`config.mk`:
```
export PLATFORM = sky130hd
export DESIGN_NAME = aes_vector_sequencer_flat
export DESIGN_NICKNAME = d
export VERILOG_FILES = /design/src/rtl/aes_vector_sequencer_if.sv /design/src/rtl/aes_vector_sequencer.sv /design/src/flat_wrapper.sv
export SDC_FILE = /design/constraint.sdc
export NUM_CORES = 1
export LEC_CHECK = 0
export ABC_AREA = 1
export BUFFER_PORTS_ARGS = -buffer_cell sky130_fd_sc_hd__buf_2
export CAP_MARGIN = 20
export CORE_ASPECT_RATIO = 1.5
export CORE_MARGIN = 4
export CORE_UTILIZATION = 57
export CTS_CLUSTER_DIAMETER = 100
export DETAILED_ROUTE_END_ITERATION = 10
export GPL_ROUTABILITY_DRIVEN = 1
export MAX_ROUTING_LAYER = met4
export PLACE_DENSITY_LB_ADDON = 0.08
export SLEW_MARGIN = 20
export SYNTH_ARGS = -nofsm -noshare
export SYNTH_HDL_FRONTEND = slang
export SYNTH_SLANG_ARGS = --single-unit
```
`constraint.sdc`:
```
create_clock -name clk -period 1.75 [get_ports clk]
set_input_delay 0.0875 -clock clk [delete_from_list [all_inputs] [get_ports clk]]
set_output_delay 0.0875 -clock clk [all_outputs]
set_load 0.05 [all_outputs]
```
`src/rtl/aes_vector_sequencer_if.sv`:
```
// aes_vector_sequencer_if
// Groups the control, AES-core and readback signals of the AES vector
// sequencer into a single bundle.
//   master : the sequencer itself (drives core enable/plaintext/key,
//            readback window and status).
//   slave  : the environment (drives start/s/sweep, core result and the
//            readback index/slice).
// Signals:
//   start, s, sweep          run control (sampled only while idle)
//   aes_enable               core enable
//   aes_plaintext, aes_key   core inputs
//   aes_cypher               core result
//   rd_idx, rd_slice         readback entry / window select
//   cypher_out               registered readback window
//   busy, done, vec_count    status
interface aes_vector_sequencer_if #(
  parameter int NUM_VEC = 4,
  parameter int OUT_W   = 16
);
  localparam int NSL   = 128 / OUT_W;
  localparam int IDX_W = (NUM_VEC > 1) ? $clog2(NUM_VEC) : 1;
  localparam int SL_W  = (NSL > 1) ? $clog2(NSL) : 1;
  localparam int VC_W  = $clog2(NUM_VEC + 1);

  logic               start;
  logic               s;
  logic               sweep;
  logic               aes_enable;
  logic [127:0]       aes_plaintext;
  logic [127:0]       aes_key;
  logic [127:0]       aes_cypher;
  logic [IDX_W-1:0]   rd_idx;
  logic [SL_W-1:0]    rd_slice;
  logic [OUT_W-1:0]   cypher_out;
  logic               busy;
  logic               done;
  logic [VC_W-1:0]    vec_count;

  modport master (
    input  start, s, sweep, aes_cypher, rd_idx, rd_slice,
    output aes_enable, aes_plaintext, aes_key, cypher_out, busy, done, vec_count
  );

  modport slave (
    output start, s, sweep, aes_cypher, rd_idx, rd_slice,
    input  aes_enable, aes_plaintext, aes_key, cypher_out, busy, done, vec_count
  );
endinterface

```
`src/rtl/aes_vector_sequencer.sv`:
```
// aes_vector_sequencer
// Feeds a fixed AES core with a sequence of plaintexts (base + index),
// waits the core latency for each, and stores every result in a small
// buffer that can be read back one OUT_W-bit window at a time.
// Ports:
//   clk    clock
//   reset  asynchronous active-low reset
//   bus    aes_vector_sequencer_if.master (control, core, readback, status)
module aes_vector_sequencer #(
  parameter int           NUM_VEC     = 4,
  parameter int           OUT_W       = 16,
  parameter int           AES_LATENCY = 11,
  parameter logic [127:0] BASE_PT     = 128'h0123456789abcdeffedcba9876543210,
  parameter logic [127:0] ALT_PT      = 128'h1123456789abcdeffedcba9876543210,
  parameter logic [127:0] KEY         = 128'h0f1571c947d9e8590cb7add6af7f6798
) (
  input logic                    clk,
  input logic                    reset,
  aes_vector_sequencer_if.master bus
);

  localparam int NSL   = 128 / OUT_W;
  localparam int IDX_W = (NUM_VEC > 1) ? $clog2(NUM_VEC) : 1;
  localparam int VC_W  = $clog2(NUM_VEC + 1);
  localparam int CNT_W = (AES_LATENCY > 1) ? $clog2(AES_LATENCY) : 1;

  localparam logic [CNT_W-1:0] LAST_CNT = CNT_W'(AES_LATENCY - 1);

  typedef enum logic [2:0] {
    IDLE    = 3'd0,
    LOAD    = 3'd1,
    RUN     = 3'd2,
    CAPTURE = 3'd3,
    DONE    = 3'd4
  } state_t;

  state_t             state_q, state_d;
  logic [IDX_W-1:0]   idx_q, idx_d;
  logic [CNT_W-1:0]   cnt_q, cnt_d;
  logic [VC_W-1:0]    vc_q, vc_d;
  logic               sel_q, sel_d;
  logic               sweep_q, sweep_d;
  logic [127:0]       pt_q, pt_d;
  logic               en_q;
  logic               busy_q;
  logic               done_q;
  logic [OUT_W-1:0]   cout_q;
  logic [127:0]       res_q [NUM_VEC];

  logic               wr_en_s;
  logic [127:0]       base_s;
  logic [127:0]       word_s;
  logic [OUT_W-1:0]   rd_win_s;

  // Next-state, run bookkeeping and capture strobe.
  always_comb begin
    state_d = state_q;
    idx_d   = idx_q;
    cnt_d   = cnt_q;
    vc_d    = vc_q;
    sel_d   = sel_q;
    sweep_d = sweep_q;
    wr_en_s = 1'b0;
    case (state_q)
      IDLE: begin
        if (bus.start) begin
          sel_d   = bus.s;
          sweep_d = bus.sweep;
          idx_d   = '0;
          vc_d    = '0;
          cnt_d   = '0;
          state_d = LOAD;
        end else begin
          state_d = IDLE;
        end
      end
      LOAD: begin
        cnt_d   = '0;
        state_d = RUN;
      end
      RUN: begin
        // Counter starts at 0 in the first RUN cycle, so RUN lasts
        // exactly AES_LATENCY cycles.
        if (cnt_q == LAST_CNT) begin
          cnt_d   = '0;
          state_d = CAPTURE;
        end else begin
          cnt_d   = cnt_q + CNT_W'(1);
          state_d = RUN;
        end
      end
      CAPTURE: begin
        wr_en_s = 1'b1;
        vc_d    = vc_q + VC_W'(1);
        if (sweep_q && (int'(idx_q) < NUM_VEC - 1)) begin
          idx_d   = idx_q + IDX_W'(1);
          state_d = LOAD;
        end else begin
          state_d = DONE;
        end
      end
      DONE: begin
        state_d = IDLE;
      end
      default: begin
        state_d = IDLE;
      end
    endcase
  end

  // Plaintext for the vector about to be loaded; held stable otherwise.
  always_comb begin
    base_s = sel_d ? ALT_PT : BASE_PT;
    if (state_d == LOAD) begin
      pt_d = base_s + 128'(idx_d);
    end else begin
      pt_d = pt_q;
    end
  end

  // FSM, datapath and status registers. Status flops take their value
  // from the next state so they line up cycle-for-cycle with state_q.
  always_ff @(posedge clk or negedge reset) begin
    if (!reset) begin
      state_q <= IDLE;
      idx_q   <= '0;
      cnt_q   <= '0;
      vc_q    <= '0;
      sel_q   <= 1'b0;
      sweep_q <= 1'b0;
      pt_q    <= '0;
      en_q    <= 1'b0;
      busy_q  <= 1'b0;
      done_q  <= 1'b0;
    end else begin
      state_q <= state_d;
      idx_q   <= idx_d;
      cnt_q   <= cnt_d;
      vc_q    <= vc_d;
      sel_q   <= sel_d;
      sweep_q <= sweep_d;
      pt_q    <= pt_d;
      en_q    <= (state_d == RUN);
      busy_q  <= (state_d != IDLE);
      done_q  <= (state_d == DONE);
    end
  end

  // Result buffer; survives across runs and is cleared only by reset.
  always_ff @(posedge clk or negedge reset) begin
    if (!reset) begin
      for (int j = 0; j < NUM_VEC; j++) begin
        res_q[j] <= '0;
      end
    end else begin
      for (int j = 0; j < NUM_VEC; j++) begin
        if (wr_en_s && (j == int'(idx_q))) begin
          res_q[j] <= bus.aes_cypher;
        end
      end
    end
  end

  // Readback window select; out-of-range index or slice reads as zero.
  always_comb begin
    word_s   = '0;
    rd_win_s = '0;
    for (int j = 0; j < NUM_VEC; j++) begin
      word_s = (j == int'(bus.rd_idx)) ? res_q[j] : word_s;
    end
    for (int k = 0; k < NSL; k++) begin
      rd_win_s = (k == int'(bus.rd_slice)) ? word_s[k*OUT_W +: OUT_W] : rd_win_s;
    end
  end

  // Registered readback; a same-cycle capture is not visible until the
  // following read, so the old entry contents are returned.
  always_ff @(posedge clk or negedge reset) begin
    if (!reset) begin
      cout_q <= '0;
    end else begin
      cout_q <= rd_win_s;
    end
  end

  assign bus.aes_enable    = en_q;
  assign bus.aes_plaintext = pt_q;
  assign bus.aes_key       = KEY;
  assign bus.cypher_out    = cout_q;
  assign bus.busy          = busy_q;
  assign bus.done          = done_q;
  assign bus.vec_count     = vc_q;

endmodule

```
`src/flat_wrapper.sv`:
```
// flat-port wrapper written by rule: the top's interface ports become plain ports
module aes_vector_sequencer_flat 
#(
  parameter int           NUM_VEC     = 4,
  parameter int           OUT_W       = 16,
  parameter int           AES_LATENCY = 11,
  parameter logic [127:0] BASE_PT     = 128'h0123456789abcdeffedcba9876543210,
  parameter logic [127:0] ALT_PT      = 128'h1123456789abcdeffedcba9876543210,
  parameter logic [127:0] KEY         = 128'h0f1571c947d9e8590cb7add6af7f6798
)
  (clk, reset, bus_start, bus_s, bus_sweep, bus_aes_cypher, bus_rd_idx, bus_rd_slice, bus_aes_enable, bus_aes_plaintext, bus_aes_key, bus_cypher_out, bus_busy, bus_done, bus_vec_count);
  aes_vector_sequencer_if #(.NUM_VEC(NUM_VEC), .OUT_W(OUT_W)) bus_i ();
  input logic clk;
  input logic reset;
  input wire logic [$bits(bus_i.start)-1:0] bus_start;
  input wire logic [$bits(bus_i.s)-1:0] bus_s;
  input wire logic [$bits(bus_i.sweep)-1:0] bus_sweep;
  input wire logic [$bits(bus_i.aes_cypher)-1:0] bus_aes_cypher;
  input wire logic [$bits(bus_i.rd_idx)-1:0] bus_rd_idx;
  input wire logic [$bits(bus_i.rd_slice)-1:0] bus_rd_slice;
  output wire logic [$bits(bus_i.aes_enable)-1:0] bus_aes_enable;
  output wire logic [$bits(bus_i.aes_plaintext)-1:0] bus_aes_plaintext;
  output wire logic [$bits(bus_i.aes_key)-1:0] bus_aes_key;
  output wire logic [$bits(bus_i.cypher_out)-1:0] bus_cypher_out;
  output wire logic [$bits(bus_i.busy)-1:0] bus_busy;
  output wire logic [$bits(bus_i.done)-1:0] bus_done;
  output wire logic [$bits(bus_i.vec_count)-1:0] bus_vec_count;
  assign bus_i.start = bus_start;
  assign bus_i.s = bus_s;
  assign bus_i.sweep = bus_sweep;
  assign bus_i.aes_cypher = bus_aes_cypher;
  assign bus_i.rd_idx = bus_rd_idx;
  assign bus_i.rd_slice = bus_rd_slice;
  assign bus_aes_enable = bus_i.aes_enable;
  assign bus_aes_plaintext = bus_i.aes_plaintext;
  assign bus_aes_key = bus_i.aes_key;
  assign bus_cypher_out = bus_i.cypher_out;
  assign bus_busy = bus_i.busy;
  assign bus_done = bus_i.done;
  assign bus_vec_count = bus_i.vec_count;
  aes_vector_sequencer #(.NUM_VEC(NUM_VEC), .OUT_W(OUT_W), .AES_LATENCY(AES_LATENCY), .BASE_PT(BASE_PT), .ALT_PT(ALT_PT), .KEY(KEY)) u_core (.clk(clk), .reset(reset), .bus(bus_i));
endmodule
```
; After elaboration in Yosys (flattened, before gate mapping)
; Cells that the tools add are included.
[op_classes]
order_cmp = 1
n_reduce_logical = 15
bitwise_logic = 0
muxes = 28
mul = 0
n_addsub = 4
n_eq_ne = 21
n_shift = 0
div_mod_pow = 0
[ops]
columns = cell, n
row1 = 128-bit 2-to-1 mux, 4
row2 = 128-bit by 2-bit adder with 128-bit output, 1
row3 = 16-bit 2-to-1 mux, 8
row4 = 125-bit 2-to-1 mux, 1
row5 = "3-bit equality test, first input constant", 4
row6 = 3-bit one-hot mux with 4 select lines, 1
row7 = 4-bit one-hot mux with 3 select lines, 1
row8 = "3-bit by 2-bit equality test with 1-bit output, second input constant", 3
row9 = "2-bit equality test, first input constant", 4
row10 = 4-bit 2-to-1 mux, 2
row11 = "2-bit by 3-bit equality test with 1-bit output, first input constant", 2
row12 = "3-bit by 1-bit equality test with 1-bit output, second input constant", 2
row13 = 3-bit logical NOT, 2
row14 = 3-bit 2-to-1 mux, 2
row15 = 3-bit one-hot mux with 2 select lines, 1
row16 = 2-bit AND reduction, 3
row17 = 3-bit nonzero test, 2
row18 = 1-bit logical AND, 5
row19 = 1-bit 2-to-1 mux, 5
row20 = "4-bit by 1-bit adder with 4-bit output, second input constant", 1
row21 = "1-bit by 2-bit equality test with 1-bit output, first input constant", 2
row22 = "4-bit equality test, second input constant", 1
row23 = 2-bit logical NOT, 2
row24 = 2-bit 2-to-1 mux, 2
row25 = other kinds (8), 8
[word_totals]
ram_bits = 0
latch_bits = 0
romBits = 0
memories = 0
ff_bits = 673
inputBits = 138

; Logic depth before layout (Yosys ltp)
[logic_depth]
word_depth = 13
depth_mapped = 11

; Worst setup path before layout
; OpenSTA, ideal clock, no wires.
[synth_path]
path_kind = reg-to-output
start = register u_core.bus.aes_plaintext[120] (netlist name)
end = output bus_aes_plaintext[101]
arrival_ns = 1.941
n_path_buf = 1
stages_incl_launch_ff = 2
t_required_ns = 1.662
path_slack_ns = -0.278
path_cell_list = dfrtp_1 > buf_4
[synth_rtl]
columns = item, line_no
row1 = to (decl), flat_wrapper.sv:22  ; output wire logic [$bits(bus_i.aes_plaintext)-1:0] bus_aes_plaintext;

; Worst setup path after layout
[layout_path]
start = input bus_rd_slice[0]
end = register u_core.cout_q[6], in the netlist u_core.bus.cypher_out[6]
[layout_via]
elab_chain_cells = 9
word_cells_on_any_way = 16
classes_between = eq/ne (7) / mux (8) / reduce/logical (1)
[layout_lines]
columns = item, line_no
row1 = from (decl), flat_wrapper.sv:20  ; input wire logic [$bits(bus_i.rd_slice)-1:0] bus_rd_slice;
row2 = 3-bit logical NOT, aes_vector_sequencer.sv:172  ; rd_win_s = (k == int'(bus.rd_slice)) ? word_s[k*OUT_W +: OUT_W] : rd_win_s;
row3 = 16-bit 2-to-1 mux (7 in a row), aes_vector_sequencer.sv:172
row4 = 16-bit 2-to-1 mux (*), aes_vector_sequencer.sv:172
row5 = via u_core.rd_win_s[6], aes_vector_sequencer.sv:53  ; logic [OUT_W-1:0] rd_win_s;
row6 = to (signal assigned), aes_vector_sequencer.sv:182  ; cout_q <= rd_win_s;
row7 = to (decl), aes_vector_sequencer.sv:47  ; logic [OUT_W-1:0] cout_q;
; Mark *: on every way through the listed nets, which the timed path passes. The rest lies on a longest branch.
; A chain may end at the register's enable or synchronous reset.

==> results by group <==
Critical path
  – CP endpoint kind: flip-flop
  – CP max stage cell: dlygate4sd3_1
  – Worst endpoint required time: 2240 ps
  – Critical Path Source Type: primary input
  – Critical path type: in -> reg
  – Crit-path max cell delay: 550 ps
  – Arrival @ worst endpoint: 2180 ps
  – CP Buf/Inv Count: 5
  – Top fanout value on the critical path: 8
  – Crit path cell chain: dlygate4sd3_1 > buf_2 > inv_1 > nand3_1 > buf_12 > buf_4 > nor2_1 > nand2_2 > nand4_1 > nor2_2 > nand4_1
  – Crit path max-delay family: buffers and inverters
  – Most frequent CP cell: nand4_1

Timing
  – Clock period minus worst slack: 1690 ps
  – # setup viols final: 0
  – Max Clock Skew: 31.0 ps
  – Slew Limit Fails: 0
  – Worst slew pin tran: 698 ps
  – F_max: 592 MHz
  – Final Hold Viols: 0
  – Slew HR: 53.3%
  – Final period utilization: 96.6%
  – Hold slack: 17.4 ps
  – Final WS setup: 60.2 ps

Global routing
  – Grt ovf: 0
  – Initial antenna violation count: 1
  – Vias in the first global route: 21600
  – First-pass GRT wire length: 122000 microns
  – Pin count of the biggest net entering global routing: 69
  – GRT Overall Usage: 32.2%

Synth
  – Area share of the largest cell type after synthesis: 52.8%
  – Post-synth ARST share: 100%
  – Synth area leader: dfrtp_1
  – Sequential share of the synthesized area: 52.8%
  – Top post-synthesis cells by area: dfrtp_1, nand2_1, o21ai_0
  – Dominant synthesized flop cell: dfrtp_1
  – Post-synth EDFFs: 0
  – Yosys warning count: 0
  – Syn Area/Cell: 8.22 sq um
  – Netlist Area Pre-Place: 26000 sq um
  – Post-synthesis cell count: 3168
  – Yosys reg bits: 549
  – Synth cell types: 35

Final layout
  – Nets: 3619
  – Area Growth Syn to Fin: 18.0%
  – Share of cells above drive strength 1: 13.8%
  – Commonest cells after routing, fill and taps aside: nand2_1, dfrtp_1, o21ai_0
  – Fin cells: 4098
  – Most common cell after layout, fill and taps aside: nand2_1

Die
  – DIE HEIGHT: 270 microns
  – # IOs: 416
  – Site row count: 95
  – Die Wd: 182 microns
  – Core Area: 44900 sq um
  – Initial Utilization: 57.9%
  – Die area: 49200 sq um

Power and ir drop
  – Leak: 15.8 nW
  – Power Dens Cells: 1500 nW/um^2
  – Max VDD drop: 1080 uV

Placement
  – Placed insts: 3862
  – Final Wtd Congestion: 0.928
  – Number of port buffers: 226
  – DP Worst Slack: -126 ps
  – HPWL after DPL: 54600 microns

Route
  – Total Wirelength: 78400 microns
  – Drt drc: 0
  – Drt first pass iters: 5
  – DR vias: 22100
  – DR iter-0 viols: 1801
  – DR vias/cell: 5.39
  – Routed length per instance: 19.1 microns
  – Antenna Violating Nets Remaining: 0

Job
  – Max-cap violations: 0

Clock tree
  – Buffer depth of the longest clock path: 3
  – Insertion delay to the later sink of the worst-skew pair: 630 ps
  – Clock Sinks: 549
  – Clk pin slew, worst setup/hold paths: 60 ps
  – CTS root buf: clkbuf_16
  – Num CTS Buffers: 53
  – TritonCTS clock tree: done
  – H-tree depth: 2

Worst hold path
  – Min-delay worst type: in -> async

Status
  – Status: finished clean
[flip-flops by register name, summed over array words and instances, names as in the netlist]
register and flops:
u_core.bus.aes_enable 1, u_core.bus.aes_plaintext 4, u_core.bus.busy 1, u_core.bus.cypher_out 16
u_core.bus.done 1, u_core.bus.vec_count 3, u_core.cnt_q 4, u_core.idx_q 2
u_core.res_q 512, u_core.sel_q 1, u_core.state_q 3, u_core.sweep_q 1
[where the power goes]
part | total, mW | internal [mW] | switching (mW)
sequential | 21.7 | 18.3 | 3.40
clock | 12.1 | 7.01 | 5.06
combinational | 12.4 | 4.44 | 7.95
[final timing paths]
check                                              startpoint                                  to  slack [ps]  cells past startpoint
worst max-delay path                          bus_rd_slice[0]  u_core.bus.cypher_out[6]$_DFF_PN0_          60                     11
worst min-delay path                                    reset       u_core.res_q[310]$_DFFE_PN0P_          20                      2
worst max register to register    u_core.state_q[0]$_DFF_PN0_       u_core.res_q[263]$_DFFE_PN0P_          70                      7
worst min register to register  u_core.res_q[286]$_DFFE_PN0P_       u_core.res_q[286]$_DFFE_PN0P_         480                      2
max in group asynchronous                               reset        u_core.res_q[35]$_DFFE_PN0P_         900                      4
min in group clk                              bus_rd_slice[1]  u_core.bus.cypher_out[4]$_DFF_PN0_          80                      5
[synthesized netlist by cell type (2+ instances only)]
master,instances
nor3_1,5
dfrtp_1,549
o22ai_1,2
conb_1,2
o21ai_0,528
nand4_1,84
buf_6,8
or2_1,2
or2_2,5
o21ai_1,40
nor3_2,3
buf_2,97
inv_1,199
a41oi_1,8
inv_2,6
nand2_1,1041
nand2_2,6
buf_4,261
nor2_4,3
nand3_1,83
ha_1,7
o21a_1,4
a21oi_1,4
clkbuf_1,67
nor2_1,141
o221ai_1,4
[cell type report]
type,instances,area (sq um)
Multi-Input combinational cell,2168,9510
Clock inverter,26,323
Tap cell,582,728
Inverter,205,769
Fill cell,3700,14200
Sequential cell,549,13700
Clock buffer,70,1490
Antenna cell,1,2.50
Timing Repair Buffer,497,4140
[cells by family (layout without fill, tap and decap cells)]
group	after synthesis	in the layout	synth area share (%)
AOI/OAI and AO/OA	591	591	11.6
xor gates and xnor gates	1	1	0.0337
adders and majority gates	7	7	0.337
buffers and inverters	638	798	13.7
DFF	549	549	52.8
other	2	190	0.0289
and+or+nand+nor	1380	1380	21.6
[worst register-to-register path, cell delays in order (launching register included)]
cell and delay (ps):
dfrtp_1 430, nand2_2 130, nor2_8 130, buf_12 170, nand2_8 220, buf_12 290
nand2_1 120, o21ai_0 70
[stage by stage]
step / TNS, ps / power [mW] / utilization (%) / instance area [sq um]
3_3_place_gp: -701 / 33.1 / 61.0 / 27400
6_report: 0 / 46.2 / 68.4 / 30700
5_1_grt: -20.0 / 49.0 / 68.4 / 30700
2_1_floorplan: 0 / 29.7 / - / 26700
4_1_cts: -536 / 46.2 / 68.1 / 30600
3_5_place_dp: -963 / 33.8 / 61.0 / 27400
[timing repair]
item	4_1_cts	5_1_grt
endpoints found under the setup margin	64	133
endpoints found under the hold margin	975	0
pin swaps	0	4
hold buffers	134	0
setup buffers	2	3
resized for setup	1	25
[metal layers]
metal,global-route usage (%),part of all wire [%]
met1,39.7,39
met2,52.9,50
met3,4.09,5.5
met4,15.2,5.4
met5,-,0
No activity file was read; power rests on OpenSTA's default activity.
